[config.mk]
export PLATFORM = sky130hd
export DESIGN_NAME = mult8_acc
export DESIGN_NICKNAME = d
export VERILOG_FILES = /design/src/rtl/mult8_acc.sv
export SDC_FILE = /design/constraint.sdc
export NUM_CORES = 1
export LEC_CHECK = 0
export CORE_ASPECT_RATIO = 1.4
export CORE_MARGIN = 5
export CORE_UTILIZATION = 50
export CTS_BUF_LIST = sky130_fd_sc_hd__clkbuf_4
export DETAILED_ROUTE_END_ITERATION = 7
export GPL_ROUTABILITY_DRIVEN = 0
export HOLD_SLACK_MARGIN = 0.05
export MAX_ROUTING_LAYER = met4
export PLACE_DENSITY = 0.79
export SLEW_MARGIN = 10
export SYNTH_ARGS = -nofsm -noshare
export SYNTH_HDL_FRONTEND = slang
export SYNTH_SLANG_ARGS = --single-unit
[constraint.sdc]
create_clock -name clk -period 2.44 [get_ports clk]
set_clock_uncertainty 0.2 [all_clocks]
set_input_delay 0.366 -clock clk [delete_from_list [all_inputs] [get_ports clk]]
set_output_delay 0.366 -clock clk [all_outputs]
set_load 0.01 [all_outputs]
[src/rtl/mult8_acc.sv]
// rtl/mult8_acc.sv - saturating burst accumulator for mult8 products
module mult8_acc #(
   parameter int IN_W  = 16,
   parameter int ACC_W = 24,
   parameter int LEN   = 4
) (
   input  logic             clk,
   input  logic             sig,
   input  logic             start,
   input  logic             pvalid,
   input  logic [IN_W-1:0]  inp,
   output logic [ACC_W-1:0] out,
   output logic             valid,
   output logic             busy,
   output logic             ovf
);

   typedef enum logic [1:0] {
      S_IDLE = 2'd0,
      S_ACC  = 2'd1,
      S_HOLD = 2'd2
   } state_t;

   // Index of the product that closes a burst; cnt never needs to go past it.
   localparam logic [7:0] LAST = 8'(LEN - 1);

   state_t           state;
   logic [ACC_W-1:0] acc;
   logic [7:0]       cnt;

   logic [ACC_W:0]   inp_ext;
   logic [ACC_W:0]   sum_wide;
   logic [ACC_W-1:0] sum_sat;
   logic             sum_ovf;

   // One extra bit of headroom exposes the carry; a carry means saturate.
   always_comb begin
      inp_ext  = {{(ACC_W + 1 - IN_W){1'b0}}, inp};
      sum_wide = {1'b0, acc} + inp_ext;
      sum_ovf  = sum_wide[ACC_W];
      sum_sat  = sum_ovf ? {ACC_W{1'b1}} : sum_wide[ACC_W-1:0];
   end

   // Burst control: start always opens a fresh burst, pvalid only counts inside one.
   always_ff @(posedge clk or posedge sig) begin
      if (sig) begin
         state <= S_IDLE;
         acc   <= '0;
         cnt   <= '0;
         out   <= '0;
         valid <= 1'b0;
         busy  <= 1'b0;
         ovf   <= 1'b0;
      end else begin
         case (state)
            S_IDLE: begin
               if (start) begin
                  acc   <= '0;
                  cnt   <= '0;
                  ovf   <= 1'b0;
                  busy  <= 1'b1;
                  state <= S_ACC;
               end
            end

            S_ACC: begin
               if (start) begin
                  // Abort/restart: a product arriving with start is dropped.
                  acc <= '0;
                  cnt <= '0;
                  ovf <= 1'b0;
               end else if (pvalid) begin
                  acc <= sum_sat;
                  cnt <= cnt + 8'd1;
                  ovf <= ovf | sum_ovf;
                  if (cnt == LAST) begin
                     out   <= sum_sat;
                     valid <= 1'b1;
                     busy  <= 1'b0;
                     state <= S_HOLD;
                  end
               end
            end

            S_HOLD: begin
               // out stays on the old result until the next burst completes.
               if (start) begin
                  valid <= 1'b0;
                  acc   <= '0;
                  cnt   <= '0;
                  ovf   <= 1'b0;
                  busy  <= 1'b1;
                  state <= S_ACC;
               end
            end

            default: begin
               state <= S_IDLE;
               valid <= 1'b0;
               busy  <= 1'b0;
            end
         endcase
      end
   end

endmodule
Word level (Yosys, flattened, before mapping):

Index checks and enable logic that the tools add are counted.

* register bits after elaboration: 61
* bits in latches: 0
* RAM bits: 0
* ROM bits: 0
* input bits: 20
* output and inout port bits: 27
* memories kept: 0

* $add $sub $neg: 2
* multipliers: 0
* divide/modulo/power cells: 0
* magnitude comparators: 0
* eq/ne operators: 9
* shift-type cells: 0
* muxes and demuxes: 27
* bitwise operators: 3
* reduce and logical (&&, ||, !) cells: 7

Operators by type and width (number)
* $mux 24: 4
* $pmux 24 s2: 1
* $add 24x16->25: 1
* $mux 8: 3
* $pmux 8 s2: 1
* $mux 1: 10
* $add 8x1->8 const B: 1
* $eq 8x2->1 const B: 1
* $mux 2: 4
* $ne 2x2->1 const B: 4
* $reduce_and 4->1: 2
* $reduce_and 5->1: 1
* $pmux 1 s2: 2
* $pmux 2 s2: 1
* $ne 3x3->1 const B: 1
* $pmux 1 s3: 1
* $reduce_and 3->1: 1
* $eq 2x1->1 const B: 1
* $eq 2x2->1 const B: 1
* $logic_not 2->1: 1
* $ne 2x1->1 const B: 1
* $not 1->1: 2
* $reduce_bool 2->1: 1
* $reduce_or 2->1: 1
* $or 1x1->1: 1

Depth between registers and ports, before layout:

* word-level depth: 5
* mapped depth: 9
* gate-level depth less buffers: 8

Least setup slack after synthesis:

Ideal clock, no wire load.

* kind: input to register
* from: input port inp[0]
* to: register acc[20]
* data arrival time: 2.153 ns
* setup slack: -0.044 ns
* cell stages on the path: 8
* buffers on the path: 0
* cells stage by stage: ha_1 fa_1 a21o_1 nand4_1 a21o_2 a31oi_2 nor4b_1 or3_1

* longest elaborated chain between the ends: 5

RTL lines
* from (decl): RTL line 11 `input logic [IN_W-1:0] inp,`
* $add 24x16->25: RTL line 39 `sum_wide = {1'b0, acc} + inp_ext;`
* $mux 24: RTL line 41 `sum_sat = sum_ovf ? {ACC_W{1'b1}} : sum_wide[ACC_W-1:0];`
* $mux 24: RTL line 72 `end else if (pvalid) begin`
* $mux 24: RTL line 67 `if (start) begin`
* $pmux 24 s2: RTL line 55 `case (state)`
* to (signal assigned): RTL line 73 `acc <= sum_sat;`
* to (decl): RTL line 28 `logic [ACC_W-1:0] acc;`

No other way between the ends. The select of a mux whose other input is x is not followed.
A chain may end at the register's enable or synchronous reset.

Worst setup path after layout:

* from: input port inp[0]
* to: register acc[2]

The elaborated chain is that of the path after synthesis.

==> results_dict.tcl <==
set metrics [dict create \
    status "complete, but fails checks" \
    violations "negative setup slack" \
    first_pass_iters 5 \
    design.core.area_mm2 0.00745 \
    avgSynthCellArea_um2 8.95 \
    fp-row-count 37 \
    vias_per_cell 6.65 \
    slew_headroom 0.623 \
    max_stage_delay_ns 0.50 \
    die_h_um 114 \
    synth_nets 468 \
    ant_nets 0 \
    wirelength_mm 14.7 \
    layout.cells.non_filler 666 \
    overflow 0 \
    antenna-diode-count 0 \
    htreeDepth 3 \
    antenna_found_initial 0 \
    place_area_mm2 0.00495 \
    initial_utilization 0.516 \
    cp_cell_sequence "clkdlybuf4s50_1 > ha_2 > fa_2 > a21o_1 > nand4_1 > a21o_4 > buf_6 > a311oi_4 > buf_4 > buf_6 > nor2_1 > o21ai_1" \
    synth_edf_count 0 \
    cts_root_buf "clkbuf_4" \
    crit_type "in -> reg" \
    dpl.hpwl_mm 8.23 \
    end_kind "register" \
    fin_area_mm2 0.00572 \
    grt_max_degree 39 \
    hold_path_class "reg -> reg" \
    peakVddDrop_v 0.000431 \
    use_met3 0.0571 \
    path_delay_family "compound AO/OA/AOI/OAI gates" \
    power_leakage_nw 2.44 \
    use_met1 0.281 \
    crit_path_frequent_cell "buf_6" \
    rr_endpoint "acc[2]" \
    cp_max_fo 5 \
    r2r-start "acc[0]" \
    critPathBufInv 4 \
    die_w_um 84.1 \
    port_buffers 46 \
    grt_use_total 0.264 \
    p_per_area_mw_per_mm2 725 \
    clk_latency_ns 0.46 \
    critPathSlowestCell "clkdlybuf4s50_1" \
    crit_arrival_ns 3.06 \
    setup_ws_ns -0.460 \
    grt_pass1_vias 4185 \
    cts_num_sinks 61 \
    met2_usage 0.463 \
    placedCellCount 631 \
    drive_gt1_frac 0.339 \
    rsz0062_at_grt "yes" \
    fin_setup_tns_ns -13.68 \
    wl_per_cell_um 22.1 \
    min_from "out[16]" \
    cts_tree "built" \
    ios 47 \
    clock.fmax_mhz 345 \
    synthCells 430 \
    cap_violations 0 \
    area_growth_pct 48.7 \
    cts_inserted_buffers 9 \
    ys_ff_latch 61 \
    min_period_over_period 1.19 \
    reg2regPathDepth 11 \
    synthesis.area_mm2 0.00385 \
    via_count 4430 \
    hold_violations 0 \
    whs_path_depth 2 \
    grt_pass1_wl_mm 19.8 \
    worst_setup_path_start_kind "primary input" \
    tightest_slew_ns 0.564 \
    ys_seq_area_frac 0.397 \
    grt.busiest_layer "met2" \
    clk_pin_slew_worst_paths_ns 0.11 \
    clk_path_buf_depth 2 \
    final_common_cell "buf_4" \
    dieArea_mm2 0.00957 \
    finalSetupViolations 49 \
    holdPathEnd "out[16]" \
    final_cell_mix "85 x buf_4, 60 x dfrtp_1, 56 x nand2_1, 46 x clkdlybuf4s50_1, 28 x nor2_1" \
    reg2reg_slack_ns -0.45 \
    ys_async_sr_fraction 1.00 \
    final_net_count 602 \
    drv_slew 0 \
    ys.flop_type "dfrtp_1" \
    synth.distinct_cells 61 \
    synth-warning-count 0 \
    drcViolationCount 0 \
    cp.required_ns 2.60 \
    post-route-min-period_ns 2.90 \
    detail_route.iter0.violations 676 \
]
layout make-up:
cell class	count	area [um^2]
well taps	97	121
inverters	4	15.0
clock buffers	11	82.6
multi-input cells	341	2640
fillers	429	1730
clock inverters	5	51.3
flip-flops and latches	61	1530
repair buffers	147	1290
repair_timing:
| item | CTS | global route |
|---|---|---|
| resized for setup | 37 | 64 |
| pin swaps | 17 | 40 |
| gates cloned | 0 | 2 |
| setup buffers | 11 | 8 |
| hold buffers | 1 | 0 |
| endpoints found under the setup margin | 49 | 49 |
| hold endpoints to repair | 8 | 0 |
per-stage QoR:
step           setup slack (ns)   util  hold slack [ns]  total power, mW
2_1_floorplan           0.00108      -            0.254             2.16
3_3_place_gp             -0.660  0.664            0.271             2.91
3_5_place_dp             -0.707  0.664            0.284             2.96
4_1_cts                 -0.0548  0.722            0.305             3.82
5_1_grt                  -0.479  0.767            0.330             4.33
6_report                 -0.460  0.767            0.295             4.15
worst min-delay path: stages (launching register included):
cell	delay, ns
dfrtp_1	0.35
nand2_1	0.06
o31ai_2	0.05
layer usage:
layer | part of all wire | vias to the layer above
li1 | - | 1868
met1 | 0.34 | 2113
met2 | 0.51 | 326
met3 | 0.079 | 123
met4 | 0.071 | 0
met5 | 0 | -
flip-flops by register name, summed over array words and instances, names as in the netlist:
register and cells:
acc 24, out 24, cnt 8, state 2, busy 1, ovf 1
valid 1
cell families after synthesis:
family,after synthesis,share of synthesized area
and+or+nand+nor,156,0.195
AOI/OAI and AO/OA,152,0.275
DFF,61,0.397
buffers and inverters,28,0.0371
adders and majority gates,18,0.0605
xor gates and xnor gates,14,0.0319
muxes,1,0.00293
synthesized netlist by cell type, drive strengths merged (2+ instances only):
library cell   n  area (um^2)
a21oi         40          219
a221oi         3         50.1
nor4           2         12.5
nand2         58          218
inv            4         15.0
a22oi          3         22.5
a211oi         2         15.0
o31ai          6         68.8
dfrtp         61         1530
a22o           3         26.3
o21ai         47          239
nor2          35          131
or3            8         50.1
or2            3         18.8
a41o           3         30.0
o211ai         8         60.1
a32o           3         30.0
xnor2          5         43.8
ha            17          213
clkbuf        14         52.6
a31oi          8         56.3
a311oi         5         73.8
nor4b          2         32.5
xor2           9         78.8
and4           4         35.0
and2           3         18.8
and3           9         56.3
nor3           6         35.0
buf           10         75.1
a21o          11         83.8
nand2b         2         12.5
o22ai          2         12.5
nand4          8         50.1
nand3         15         75.1
report_power, final:
part | leakage [nW] | internal, mW | total, mW | switching [mW]
clock network | 0.0743 | 0.328 | 0.734 | 0.406
registers | 0.814 | 1.22 | 1.38 | 0.166
logic | 1.55 | 1.01 | 2.03 | 1.02
worst max-delay path by stage:
stage                     cells past startpoint       to  startpoint  slack (ns)
after detailed placement                      9   acc[9]      inp[0]       -0.71
final                                        12   acc[2]      inp[0]       -0.46
after floorplan                               8  acc[20]      inp[9]       0.001
after global routing                         11   acc[2]      acc[0]       -0.48
after global placement                       10      ovf      inp[0]       -0.66
after CTS                                     9  acc[20]      acc[9]       -0.05
Note: power is estimated with default switching activity, not from simulation.
